### src/rtl/interrupt_ctrl.sv
// interrupt_ctrl: prioritised machine interrupt source with timer and register file
module interrupt_ctrl #(
  parameter int NUM_SRC = 4
) (
  input  logic               clk,
  input  logic               rst,
  input  logic [NUM_SRC-1:0] irq_src,
  input  logic               mie,
  input  logic               int_ack,
  input  logic               mret,
  input  logic               reg_we,
  input  logic [1:0]         reg_addr,
  input  logic [31:0]        reg_wdata,
  output logic [31:0]        reg_rdata,
  output logic               interrupt,
  output logic [31:0]        int_cause
);
  typedef enum logic [1:0] {IDLE, REQ, SERVICE} state_t;
  state_t state_q, state_d;
  logic [NUM_SRC-1:0] ie_q, ie_d, ip_q, ip_d, prev_q, cand, ack_clr, w1c;
  logic [31:0] mtime_q, mtime_d, cmp_q, cmp_d, cause_q, cause_d;
  logic [15:0] cand16;
  logic [3:0] idx_q, idx_d, widx;
  logic tie_q, tie_d, tmr_q, tmr_d, tpend, tcand, any, still, latch;

  assign tpend = mtime_q >= cmp_q;
  assign tcand = tie_q & tpend;
  assign cand = ie_q & ip_q;
  assign cand16 = 16'(cand);
  assign any = tcand | (|cand);
  assign still = tmr_q ? tcand : cand16[idx_q];
  assign latch = (state_q == IDLE) & any;
  assign interrupt = (state_q == REQ) & mie;
  assign int_cause = cause_q;
  assign reg_rdata = reg_addr == 2'd0 ? {tie_q, 31'(ie_q)} :
                     reg_addr == 2'd1 ? {tpend, 31'(ip_q)} :
                     reg_addr == 2'd2 ? mtime_q : cmp_q;

  always_comb begin
    widx = '0;
    ack_clr = '0;
    for (int i = NUM_SRC - 1; i >= 0; i--) begin
      if (cand[i]) widx = 4'(i);
      ack_clr[i] = (state_q == REQ) && int_ack && !tmr_q && idx_q == 4'(i);
    end
    w1c = (reg_we && reg_addr == 2'd1) ? reg_wdata[NUM_SRC-1:0] : '0;
    // a fresh rising edge beats any clear landing in the same cycle
    ip_d = (ip_q & ~w1c & ~ack_clr) | (irq_src & ~prev_q);
    ie_d = (reg_we && reg_addr == 2'd0) ? reg_wdata[NUM_SRC-1:0] : ie_q;
    tie_d = (reg_we && reg_addr == 2'd0) ? reg_wdata[31] : tie_q;
    mtime_d = (reg_we && reg_addr == 2'd2) ? reg_wdata : mtime_q + 32'd1;
    cmp_d = (reg_we && reg_addr == 2'd3) ? reg_wdata : cmp_q;
    state_d = latch ? REQ :
              state_q == REQ ? (int_ack ? SERVICE : still ? REQ : IDLE) :
              (state_q == SERVICE && mret) ? IDLE : state_q;
    tmr_d = latch ? tcand : tmr_q;
    idx_d = latch ? widx : idx_q;
    cause_d = !latch ? cause_q : tcand ? 32'h8000_0007 : 32'h8000_0010 + 32'(widx);
  end

  always_ff @(posedge clk) begin
    if (rst) begin
      state_q <= IDLE;
      ie_q <= '0;
      tie_q <= 1'b0;
      ip_q <= '0;
      prev_q <= '0;
      mtime_q <= '0;
      cmp_q <= 32'hFFFF_FFFF;
      cause_q <= '0;
      idx_q <= '0;
      tmr_q <= 1'b0;
    end else begin
      state_q <= state_d;
      ie_q <= ie_d;
      tie_q <= tie_d;
      ip_q <= ip_d;
      prev_q <= irq_src;
      mtime_q <= mtime_d;
      cmp_q <= cmp_d;
      cause_q <= cause_d;
      idx_q <= idx_d;
      tmr_q <= tmr_d;
    end
  end
endmodule

### config.mk
export PLATFORM = sky130hd
export DESIGN_NAME = interrupt_ctrl
export DESIGN_NICKNAME = d
export VERILOG_FILES = /design/src/rtl/interrupt_ctrl.sv
export SDC_FILE = /design/constraint.sdc
export NUM_CORES = 1
export LEC_CHECK = 0
export ABC_CLOCK_PERIOD_IN_PS = 3700
export CORE_MARGIN = 3
export CORE_UTILIZATION = 35
export CTS_BUF_LIST = sky130_fd_sc_hd__clkbuf_8
export DETAILED_ROUTE_END_ITERATION = 16
export DONT_BUFFER_PORTS = 1
export PLACE_DENSITY_LB_ADDON = 0.15
export SETUP_SLACK_MARGIN = 0.5
export SYNTH_ARGS = -nofsm -noshare
export SYNTH_HDL_FRONTEND = slang
export SYNTH_SLANG_ARGS = --single-unit
### constraint.sdc
create_clock -name clk -period 3.7 [get_ports clk]
set_clock_uncertainty 0.2 [all_clocks]
set_input_delay 0.925 -clock clk [delete_from_list [all_inputs] [get_ports clk]]
set_output_delay 0.925 -clock clk [all_outputs]
set_load 0.01 [all_outputs]
==> results.cfg, run 1 <==
[final_layout]
syn2layout_area_growth_pct = 12.4
final_area_um2 = 5840
layout-drive-gt1-share_pct = 14.6
antenna_cells = 0
fin_nets = 695

[run_status]
status = completed

[sta]
finalSetupViolations = 0
min_period_ns = 3.61
fin_crit_sh_pct = 97.4
finalMaxSlewViolations = 0
slew_headroom_pct = 50.7
clock.fmax_mhz = 277
rsz0062_at_grt = true
hold_viol = 0
tns_ns = 0
tightest_slew_ns = 0.739

[place]
hpwl_um = 9410
gp_congestion = 0.795
port_buffers = 0
place_area_um2 = 5280

[global_route]
track_usage_pct = 17.0
antenna_found_initial = 0
grt_pass1_wl_um = 22000
globalRouteOverflowTotal = 0
grt_pass1_vias = 4058
grt_max_degree = 39

[clocking]
numCtsBuffers = 9
clock_sinks = 86
cts_buffer_depth = 2
cts.clk_slew.worst_paths_ns = 0.08
tritoncts = yes
cts-hold-fix-buffers = 0
cts_root_buffer = clkbuf_8
htree_levels = 3
clk_latency_ns = 0.38

[yosys]
yosys_warnings = 0
synth_top_area_share_pct = 33.1
synth_top_flop_cell = dfxtp_1
synth-seq-cells = 86
netlist.top_cell.by_area = dfxtp_1
yosysSeqAreaShare_pct = 33.1
syn_area_um2 = 5190
netlist_top_cells_area = dfxtp_1 (33%), ha_1 (7.9%), mux2i_1 (6.4%)
synthCells = 608
synth_cell_type_count = 54
avgSynthCellArea_um2 = 8.54
synthArstFlopShare_pct = 0
synth_edf_count = 0

[routing]
via_per_inst = 5.25
wl_per_cell_um = 17.1
first_pass_iters = 4
drtIter0Drc = 193
ant_nets = 0
drc = 0
routed_wl_um = 13700
vias = 4217

[critical_path]
end_kind = primary output
crit_path_start_kind = register
crit_type = reg2out
critical_path_buf_inv_count = 0
path_cells = ha_4 > and2_4 > a221o_1 > a22oi_1 > o211ai_1 > or2_0 > mux4_2
path_delay_family = compound AO/OA/AOI/OAI gates
cp.required_ns = 2.57
cp_slowest_cell = mux4_2
r2r-end = int_cause[4]
reg2reg_depth = 20
slowest_delay_ns = 0.52
cp_max_fo = 5
cp.arrival_ns = 2.48
crit-reg2reg-launch = mtime_q[18]
r2r_setup_slack_ns = 0.31

[hold_path]
worstHoldPathCells = 1
hold_path_end = ip_q[2]
hp-class = reg2reg
hold_start = prev_q[2]

[floorplanning]
die_h_um = 128
initial_core_util_pct = 36.6
dieArea_um2 = 16300
ios = 109
rows = 43
die_width_um = 128
core_area_um2 = 14200

[pwr]
p_leak_uw = 0.00260
vdd_drop_max_v = 0.000229
powerDensity_nw_per_um2 = 348
power.total_uw = 2030

[run]
maxCapViolations = 0
## report_power, final
group	internal, uW	leakage [uW]	switching, uW
Clock	377	0.000110	355
Sequential	976	0.000707	48.2
Combinational	125	0.00178	153
Total	1480	0.00260	557
## state kept, by name, indices dropped and copies added, names as in the netlist
name	cells
cmp_q	32
idx_q	2
ie_q	4
int_cause	5
ip_q	4
mtime_q	32
prev_q	4
state_q	2
tie_q	1
## cell usage after synthesis (all sizes together), types with 5 or more instances
cell,n
mux2i,33
inv,38
clkbuf,28
o211ai,34
dfxtp,86
o21ai,23
mux4,6
and3,6
xor2,18
nand2,68
a211oi,21
and2,5
ha,33
buf,31
xnor2,9
nand4,13
nor2,39
nor2b,34
a21oi,27
nand3,13
## metal layers
layer	vias up	GRT usage, %	share of wire, %
li1	2116	-	-
met1	1982	22.1	46
met3	15	5.50	6.4
met5	-	0	0
met4	0	3.87	1.9
met2	104	27.6	45
## area by class of cell
class / instances / area (um^2)
fill: 1448 / 8360
clock buffer: 9 / 124
inverter: 38 / 143
timing repair buffer: 32 / 294
clock inverter: 7 / 90.1
multi-input combinational: 451 / 3220
sequential: 86 / 1740
tap: 180 / 225
## placed cells by master (no fill, tap or decap), types with 5 or more instances in the layout
cell and instances:
xnor2_1 9, dfxtp_1 76, inv_1 35, a21oi_1 23
o21ai_0 21, and3_1 5, clkbuf_8 9, xor2_1 18
nand2_1 68, buf_6 11, nor2b_1 34, mux2i_1 33
o211ai_1 34, ha_1 29, a211oi_1 19, mux4_2 5
buf_4 20, conb_1 27, nand4_1 10, dfxtp_2 7
nor2_1 39, nand3_1 13
## cell families after synthesis
| kind of cell | after synthesis | share of synthesized area, % |
|---|---|---|
| simple gates | 199 | 19.8 |
| compound gates | 126 | 16.3 |
| buf+inv | 97 | 9.13 |
| flops | 86 | 33.1 |
| mux | 39 | 9.03 |
| fa+ha+maj | 33 | 7.95 |
| xor+xnor | 27 | 4.55 |
| other cells | 1 | 0.0722 |
## timing repair
| action | 4_1_cts | 5_1_grt |
|---|---|---|
| gates resized for setup | 16 | 32 |
| setup buffers | 16 | 6 |
| gates cloned | 0 | 0 |
| pin swaps | 7 | 14 |
| endpoints found under the setup margin | 1 | 9 |
## how the worst max path moves through the flow
stage / end / from / cells past startpoint
6_report: reg_rdata[31] / mtime_q[18] / 7
5_1_grt: reg_rdata[31] / mtime_q[0] / 8
4_1_cts: reg_rdata[31] / cmp_q[19] / 8
3_5_place_dp: reg_rdata[31] / cmp_q[17] / 8
3_3_place_gp: reg_rdata[31] / cmp_q[17] / 8
2_1_floorplan: reg_rdata[3] / reg_addr[0] / 3
## per-stage QoR
stage / hold WS [ns] / utilization, % / cells / setup slack [ns]
floorplan: 0.199 / - / 634 / 0.500
global placement: 0.211 / 37.1 / 765 / 0.374
detailed placement: 0.233 / 37.1 / 765 / 0.345
CTS: 0.245 / 39.9 / 797 / 0.0410
global route: 0.255 / 41.1 / 803 / -0.0117
finish: 0.241 / 41.1 / 803 / 0.0946
No activity file was read; power rests on OpenSTA's default activity.
==> inputs of run 2 (changes only) <==
--- a/config.mk
+++ b/config.mk
@@ -9,6 +9,7 @@
 export CORE_MARGIN = 3
 export CORE_UTILIZATION = 35
 export CTS_BUF_LIST = sky130_fd_sc_hd__clkbuf_8
+export CTS_CLUSTER_SIZE = 10
 export DETAILED_ROUTE_END_ITERATION = 16
 export DONT_BUFFER_PORTS = 1
 export PLACE_DENSITY_LB_ADDON = 0.15
==> results of run 2 <==
Same layout as run 1: the final DEF is identical, and so are final timing and power.
